$ cat src/rtl/hazard_pkg.sv
// ---------------------------------------------------------------------------
// hazard_pkg
// Shared definitions for the pipeline hazard controller:
//   state_e          - 2-bit FSM state encoding (RUN, LOAD_STALL, MEM_WAIT, FLUSH)
//   DEF_CNT_W        - default width of the stall-cycle counter
//   DEF_FLUSH_CNT_W  - default width of the branch-flush counter
// ---------------------------------------------------------------------------
package hazard_pkg;

  typedef enum logic [1:0] {
    ST_RUN        = 2'd0,
    ST_LOAD_STALL = 2'd1,
    ST_MEM_WAIT   = 2'd2,
    ST_FLUSH      = 2'd3
  } state_e;

  localparam int unsigned DEF_CNT_W       = 32;
  localparam int unsigned DEF_FLUSH_CNT_W = 16;

endpackage : hazard_pkg

$ cat src/rtl/load_use_detect.sv
// ---------------------------------------------------------------------------
// load_use_detect
// Purely combinational load-use hazard compare between the instruction in ID
// and a load in EX.
// Ports:
//   ifid_rs1/ifid_rs2          in  source registers of the ID instruction
//   ifid_use_rs1/ifid_use_rs2  in  ID instruction actually reads rs1/rs2
//   idex_rd                    in  destination of the EX instruction
//   idex_mem_read              in  EX instruction is a load
//   hazard                     out ID needs a value the EX load has not produced
// ---------------------------------------------------------------------------
module load_use_detect (
  input  logic [4:0] ifid_rs1,
  input  logic [4:0] ifid_rs2,
  input  logic       ifid_use_rs1,
  input  logic       ifid_use_rs2,
  input  logic [4:0] idex_rd,
  input  logic       idex_mem_read,
  output logic       hazard
);

  logic rs1_match;
  logic rs2_match;

  assign rs1_match = ifid_use_rs1 && (ifid_rs1 == idex_rd);
  assign rs2_match = ifid_use_rs2 && (ifid_rs2 == idex_rd);

  // x0 is hardwired to zero, so a load targeting it never creates a dependency.
  assign hazard = idex_mem_read && (idex_rd != 5'd0) && (rs1_match || rs2_match);

endmodule : load_use_detect

$ cat src/rtl/hazard_controller.sv
// ---------------------------------------------------------------------------
// hazard_controller
// Five-stage pipeline hazard controller: load-use stalls, data-memory wait
// freezes, taken-branch flushes and instruction-fetch misses. The state is
// registered; all control outputs are combinational from state and inputs.
// Ports:
//   clk, rst_n                 clock, asynchronous active-low reset
//   ifid_*, idex_*             operand/destination info for load-use detection
//   branch_taken               EX redirects the PC this cycle
//   imem_ready                 fetch data valid this cycle
//   dmem_req, dmem_ready       MEM-stage access outstanding / completing
//   pc_stall, ifid_stall       hold PC / hold IF/ID
//   ifid_flush, idex_flush     load NOP into IF/ID / bubble into ID/EX
//   pipe_freeze                hold ID/EX, EX/MEM, MEM/WB (MEM/WB WE low)
//   state_o                    current FSM state
//   stall_cycles, flush_count  saturating event counters
// ---------------------------------------------------------------------------
module hazard_controller
  import hazard_pkg::*;
#(
  parameter int unsigned CNT_W       = DEF_CNT_W,
  parameter int unsigned FLUSH_CNT_W = DEF_FLUSH_CNT_W
) (
  input  logic                   clk,
  input  logic                   rst_n,
  input  logic [4:0]             ifid_rs1,
  input  logic [4:0]             ifid_rs2,
  input  logic                   ifid_use_rs1,
  input  logic                   ifid_use_rs2,
  input  logic [4:0]             idex_rd,
  input  logic                   idex_mem_read,
  input  logic                   branch_taken,
  input  logic                   imem_ready,
  input  logic                   dmem_req,
  input  logic                   dmem_ready,
  output logic                   pc_stall,
  output logic                   ifid_stall,
  output logic                   ifid_flush,
  output logic                   idex_flush,
  output logic                   pipe_freeze,
  output logic [1:0]             state_o,
  output logic [CNT_W-1:0]       stall_cycles,
  output logic [FLUSH_CNT_W-1:0] flush_count
);

  state_e                 state_q, state_d;
  logic [CNT_W-1:0]       stall_cycles_q, stall_cycles_d;
  logic [FLUSH_CNT_W-1:0] flush_count_q, flush_count_d;

  logic load_use;
  logic dmem_miss;
  logic flush_inc;
  logic pc_stall_c, ifid_stall_c, ifid_flush_c, idex_flush_c, pipe_freeze_c;

  load_use_detect u_load_use_detect (
    .ifid_rs1      (ifid_rs1),
    .ifid_rs2      (ifid_rs2),
    .ifid_use_rs1  (ifid_use_rs1),
    .ifid_use_rs2  (ifid_use_rs2),
    .idex_rd       (idex_rd),
    .idex_mem_read (idex_mem_read),
    .hazard        (load_use)
  );

  assign dmem_miss = dmem_req && !dmem_ready;

  // NOTE: every signal assigned here gets a default first; a path that leaves
  // one unassigned would infer a latch.
  always_comb begin
    state_d       = state_q;
    flush_inc     = 1'b0;
    pc_stall_c    = 1'b0;
    ifid_stall_c  = 1'b0;
    ifid_flush_c  = 1'b0;
    idex_flush_c  = 1'b0;
    pipe_freeze_c = 1'b0;

    unique case (state_q)
      // LOAD_STALL shares RUN's priority chain but cannot re-detect the same
      // load: the bubble it inserted already resolved the dependency.
      ST_RUN, ST_LOAD_STALL: begin
        state_d = ST_RUN;
        if (dmem_miss) begin
          pc_stall_c    = 1'b1;
          ifid_stall_c  = 1'b1;
          pipe_freeze_c = 1'b1;
          state_d       = ST_MEM_WAIT;
        end else if (branch_taken) begin
          ifid_flush_c = 1'b1;
          idex_flush_c = 1'b1;
          flush_inc    = 1'b1;
          state_d      = imem_ready ? ST_RUN : ST_FLUSH;
        end else if (load_use && (state_q == ST_RUN)) begin
          pc_stall_c   = 1'b1;
          ifid_stall_c = 1'b1;
          idex_flush_c = 1'b1;
          state_d      = ST_LOAD_STALL;
        end else if (!imem_ready) begin
          pc_stall_c   = 1'b1;
          ifid_flush_c = 1'b1;
        end
      end

      ST_MEM_WAIT: begin
        if (!dmem_ready) begin
          pc_stall_c    = 1'b1;
          ifid_stall_c  = 1'b1;
          pipe_freeze_c = 1'b1;
        end else begin
          state_d = ST_RUN;
        end
      end

      // The fetch in flight at redirect time belongs to the wrong path; keep
      // discarding until the redirected fetch returns.
      ST_FLUSH: begin
        if (!imem_ready) begin
          pc_stall_c   = 1'b1;
          ifid_flush_c = 1'b1;
        end else begin
          state_d = ST_RUN;
        end
      end

      default: state_d = ST_RUN;
    endcase

    // A flush overrides a hold of IF/ID: the held contents would be discarded.
    if (ifid_flush_c) begin
      ifid_stall_c = 1'b0;
    end
  end

  // Outputs are forced quiet while reset is asserted, regardless of inputs.
  assign pc_stall    = rst_n && pc_stall_c;
  assign ifid_stall  = rst_n && ifid_stall_c;
  assign ifid_flush  = rst_n && ifid_flush_c;
  assign idex_flush  = rst_n && idex_flush_c;
  assign pipe_freeze = rst_n && pipe_freeze_c;

  always_comb begin
    stall_cycles_d = stall_cycles_q;
    flush_count_d  = flush_count_q;
    if (pc_stall && (stall_cycles_q != '1)) begin
      stall_cycles_d = stall_cycles_q + CNT_W'(1);
    end
    if (flush_inc && (flush_count_q != '1)) begin
      flush_count_d = flush_count_q + FLUSH_CNT_W'(1);
    end
  end

  // NOTE: the reset branch is asynchronous so a hung wait is abandoned the
  // instant rst_n falls; state uses non-blocking assignments so every flop
  // samples the pre-edge values.
  always_ff @(posedge clk or negedge rst_n) begin
    if (!rst_n) begin
      state_q        <= ST_RUN;
      stall_cycles_q <= '0;
      flush_count_q  <= '0;
    end else begin
      state_q        <= state_d;
      stall_cycles_q <= stall_cycles_d;
      flush_count_q  <= flush_count_d;
    end
  end

  assign state_o      = state_q;
  assign stall_cycles = stall_cycles_q;
  assign flush_count  = flush_count_q;

endmodule : hazard_controller

$ cat config.mk
export PLATFORM = sky130hd
export DESIGN_NAME = hazard_controller
export DESIGN_NICKNAME = d
export VERILOG_FILES = /design/src/rtl/hazard_pkg.sv /design/src/rtl/load_use_detect.sv /design/src/rtl/hazard_controller.sv
export SDC_FILE = /design/constraint.sdc
export NUM_CORES = 1
export LEC_CHECK = 0
export ABC_AREA = 0
export CAP_MARGIN = 10
export CORE_UTILIZATION = 45
export CTS_CLUSTER_DIAMETER = 120
export CTS_CLUSTER_SIZE = 16
export DETAILED_ROUTE_END_ITERATION = 16
export DONT_BUFFER_PORTS = 1
export SYNTH_ARGS = -nofsm -noshare
export SYNTH_HDL_FRONTEND = slang
export SYNTH_SLANG_ARGS = --single-unit
$ cat constraint.sdc
create_clock -name clk -period 7.5 [get_ports clk]
set_input_delay 2.25 -clock clk [delete_from_list [all_inputs] [get_ports clk]]
set_output_delay 2.25 -clock clk [all_outputs]
set_load 0.005 [all_outputs]
Word-level counts from Yosys, hierarchy flattened

Cells that the tools add are included.
Widths: inputs -> output; s select.

Input bits: 24
Word-level logic and storage cells: 63
Output and inout bits: 55
Flip-flop bits (word level): 50

Multiplexer cells: 30
Reduce and logical (&&, ||, !) cells: 19
Equal/unequal tests: 9
Add/sub/neg operators: 2

Operator list:

| kind                  | count |
|---|---|
| $add 32x1->32 const B | 1 |
| $ne 32x32->1 const B  | 1 |
| $mux 1                | 20 |
| $add 16x1->16 const B | 1 |
| $ne 16x16->1 const B  | 1 |
| $logic_and 1x1->1     | 13 |
| $eq 5x5->1            | 2 |
| $mux 2                | 5 |
| $pmux 1 s2            | 3 |
| $pmux 2 s3            | 1 |
| $reduce_bool 5->1     | 1 |
| $eq 2x2->1 const B    | 2 |
| $ne 2x2->1 const B    | 2 |
| $pmux 1 s3            | 1 |
| $eq 2x1->1 const B    | 1 |
| $logic_not 2->1       | 1 |
| $reduce_and 2->1      | 1 |
| $reduce_or 2->1       | 1 |
| $logic_not 1->1       | 1 |
| $logic_or 1x1->1      | 1 |

Depth between registers and ports, before layout

Word-level depth: 11
Mapped depth: 9
Gate-level depth less buffers: 8

Modules after synthesis

A second synthesis with hierarchy kept.

Cell total of the unflattened synthesis: 269
Area total of the unflattened synthesis: 2748.9 sq um

Modules (own cells, without submodules):

| module            | seq. area each (sq um) | area each (sq um) | cells an instance | times used |
|---|---|---|---|---|
| hazard_controller | 1251.2                 | 2615.0            | 252               | 1 |
| load_use_detect   | 0.0                    | 133.9             | 17                | 1 |

Worst setup path before layout

Ideal clock, no wire load.

Kind: input -> output
Start point: in idex_rd[1]
End point: out ifid_flush
Setup slack: 1.981 ns
Arrival: 3.269 ns
Required time: 5.250 ns
Stages on the path: 7
Buffers on the path: 0
Cells stage by stage: or4_1 > nor2_1 > nor4b_1 > nand2_1 > a22oi_1 > nor2_1 > o21a_1

Cells in the longest elaborated chain, start to end: 10
Elaborated cells on any way between the ends: 14
Those cells by class: eq/ne (2); mux (4); reduce/logical (8)

RTL lines:

| what                                 | RTL line                                     | source |
|---|---|---|
| start, declared                      | hazard_controller.sv:30                      | `input logic [4:0] idex_rd,` |
| $eq 5x5->1 (on tied branches)        | load_use_detect.sv:25, load_use_detect.sv:26 |  |
| $logic_and 1x1->1 (on tied branches) | load_use_detect.sv:25, load_use_detect.sv:26 |  |
| $logic_or 1x1->1                     | load_use_detect.sv:29                        | `assign hazard = idex_mem_read && (idex_rd != 5'd0) && (rs1_match \|\| rs2_match);` |
| $logic_and 1x1->1 *                  | load_use_detect.sv:29                        |  |
| $logic_and 1x1->1 *                  | hazard_controller.sv:93                      | `end else if (load_use && (state_q == ST_RUN)) begin` |
| $mux 1 *                             | hazard_controller.sv:93                      |  |
| $mux 1 *                             | hazard_controller.sv:88                      | `end else if (branch_taken) begin` |
| $mux 1 *                             | hazard_controller.sv:83                      | `if (dmem_miss) begin` |
| $pmux 1 s2 *                         | hazard_controller.sv:78                      | `unique case (state_q)` |
| $logic_and 1x1->1 *                  | hazard_controller.sv:137                     | `assign ifid_flush = rst_n && ifid_flush_c;` |
| end, declared                        | hazard_controller.sv:38                      | `output logic ifid_flush,` |

Every way passes the cells marked *; elsewhere a longest branch is shown, timed or not.

Worst setup path in the final report

Ends and elaborated chain as after synthesis.

==> results.cfg <==
[finish]
n_fill_cell = 491
diodes = 0
fin_nets = 268
syn_to_final_growth_pct = 5.856
final_core_util_pct = 50.96
finalNonFillerCells = 313
drive_gt1_share_pct = 4.938
finish.instance_area_um2 = 2669

[clock_tree]
cts_made_buffers = 5
post_cts_buffers = 0
post_cts_resized = 0
cts_tree = built
ctsHoldBuffers = 0
clk_path_buf_depth = 2
clockRootBuffer = clkbuf_8
cts_sinks = 50
htreeDepth = 2
clk_latency_ns = 0.30
clkTransAtPathRegs_ns = 0.09

[setup_path]
cp_data_required_time_ns = 5.25
r2r_end = stall_cycles[23]$_DFFE_PN0P_
worstSetupPathType = in -> out
reg2reg_slack_ns = 4.84
path_max_fanout = 3
reg2reg_from = state_o[1]$_DFFE_PN0P_
critPathCaptureType = primary output
rr_worst_depth = 7
critPathLaunchType = primary input
crit_arrival_ns = 3.37

[place]
post-dp-hpwl_um = 3412
dp_cells = 305
preCtsSetupSlack_ns = 1.882
portBuffers = 0
detailed_place.area_um2 = 2579
globalplace.congestion = 0.7197

[timing]
fin_worst_skew_ns = 0.008531
finalHoldViolCount = 0
setup_tns_ns = 0
slew_headroom_pct = 28.50
holdWs_ns = 0.5213
fin_crit_sh_pct = 74.89
final-setup-viol-count = 0
fin_ws_ns = 1.883
rsz0062_at_grt = no
min_period_ns = 5.617
worstMarginPinSlew_ns = 1.073
drv_slew = 0
fmax_mhz = 178.0

[yosys]
syn_area_um2 = 2521
synthTopCellsByCount = 51 x xnor2_1, 50 x dfrtp_1, 24 x nand2_1
synthTopCellsByArea = dfrtp_1 50%, xnor2_1 18%, nand3_1 4.6%, nand4_1 4.2%, nand2_1 3.6%
synth_fp_nets = 266
synthArstFlopShare_pct = 100.0
synth_enable_flop_cells = 0
synth_area_per_cell_um2 = 10.50
ys_types = 31
ys.flop_type = dfrtp_1
ys_seq_elements = 50
synth_top_area_share_pct = 49.63
post-synth-top-count-cell = xnor2_1
yosys.area.top_type = dfrtp_1
ys_warn_count = 0
ys_seq_area_share_pct = 49.63
synthCells = 240

[floorplanning]
die_w_um = 76.85
start_util_pct = 48.14
core_area_um2 = 5238
io_pins = 79
rows = 26
dieArea_um2 = 5906
chipHeight_um = 76.85

[power]
power.total_mw = 0.5821
cellPowerDensity_nw_per_um2 = 218.1
p_leak_nw = 1.136
vdd_drop_max_mv = 0.1459

[global_route]
grt_usage_pct = 16.98
grt_pass1_wl_um = 8010
grt_start_max_net_pins = 57
grt_pass1_vias = 1705
antenna_found_initial = 0
grt_overflow = 0

[outcome]
status = finished, final reports clean

[worst_hold_path]
hold_depth = 1
min_from = stall_cycles[13]$_DFFE_PN0P_
hold_class = reg -> reg
hold_end = stall_cycles[13]$_DFFE_PN0P_

[route]
dr.first_iter.drc_count = 42
avgViaCountPerCell = 5.444
num_vias = 1704
first_pass_iters = 4
drcViolationCount = 0
wl_per_cell_um = 15.16
antenna_left = 0
drt_wl_total_um = 4745

[run]
drv_cap = 0
==> metal layers <==
metal / wire (um) / track usage (%) / vias to the layer above
li1: - / - / 834
met1: 2125 / 20.85 / 812
met2: 2211 / 27.50 / 54
met3: 368 / 6.429 / 4
met4: 39 / 5.192 / 0
met5: 0 / 0 / -
==> sequential cells by signal, indices dropped and copies added, names as in the netlist <==
signal        flops
stall_cycles     32
state_o           2
flush_count      16
==> cell families after synthesis <==
family / count (synthesis) / synth area share (%)
flip-flops: 50 / 49.63
AND/OR/NAND/NOR: 107 / 23.37
AO/OA/AOI/OAI: 14 / 3.623
adder cells (fa/ha/maj): 2 / 0.9924
buffers and inverters: 9 / 1.786
XOR/XNOR: 55 / 19.11
multiplexers: 3 / 1.489
==> where the power goes <==
group | internal [mW] | total (mW) | switching (mW)
sequential | 0.300 | 0.349 | 0.0489
clock | 0.0657 | 0.156 | 0.0901
combinational | 0.0435 | 0.0772 | 0.0337
total | 0.409 | 0.582 | 0.173
==> worst max-delay path: stages <==
cell,delay [ns]
or4_1,0.51
nor2_1,0.10
nor4b_1,0.07
nand2_1,0.13
a22oi_1,0.08
nor2_1,0.10
o21a_1,0.13
==> how the worst max path moves through the flow <==
stage	startpoint	endpoint	cells past startpoint
after global placement	idex_rd[1]	ifid_flush	7
after floorplan	idex_rd[1]	ifid_flush	7
final	idex_rd[1]	ifid_flush	7
after global routing	idex_rd[1]	ifid_flush	7
after CTS	idex_rd[1]	ifid_flush	7
after detailed placement	idex_rd[1]	ifid_flush	7
==> final cells by class <==
class | instances | area [um2] | share of cell area (%)
clock buffers | 5 | 68.82 | 2.579
clock inverters | 3 | 21.27 | 0.7970
inverters | 4 | 15.01 | 0.5626
multi-input cells | 181 | 1225 | 45.90
flip-flops and latches | 50 | 1251 | 46.88
well taps | 70 | 87.58 | 3.282
==> layout by cell type (no fill, tap or decap) <==
| master | synthesis | final |
|---|---|---|
| nand4_1 | 17 | 17 |
| inv_1 | 4 | 4 |
| and4_1 | 6 | 6 |
| clkinv_2 | 0 | 1 |
| nand3_1 | 23 | 23 |
| dfrtp_1 | 50 | 50 |
| nand2_1 | 24 | 24 |
| ha_1 | 2 | 2 |
| nor4b_1 | 1 | 1 |
| xnor2_1 | 51 | 51 |
| nor2b_1 | 1 | 1 |
| a41o_1 | 1 | 1 |
| and2_1 | 5 | 5 |
| xor2_1 | 4 | 4 |
| or4_1 | 2 | 2 |
| clkbuf_8 | 0 | 5 |
| o21a_1 | 4 | 4 |
| a22oi_1 | 1 | 1 |
| clkinvlp_4 | 0 | 1 |
| nor2_1 | 9 | 9 |
| and4b_1 | 1 | 1 |
| nor3b_1 | 1 | 1 |
| nand4_2 | 1 | 1 |
| clkinv_4 | 0 | 1 |
| mux2_2 | 2 | 2 |
| o22ai_1 | 1 | 1 |
| a21oi_1 | 5 | 5 |
| and3_1 | 13 | 13 |
| o21bai_1 | 1 | 1 |
| o21ai_0 | 1 | 1 |
| mux2_4 | 1 | 1 |
| nand2b_1 | 3 | 3 |
Power figures use the tool's default switching activity.
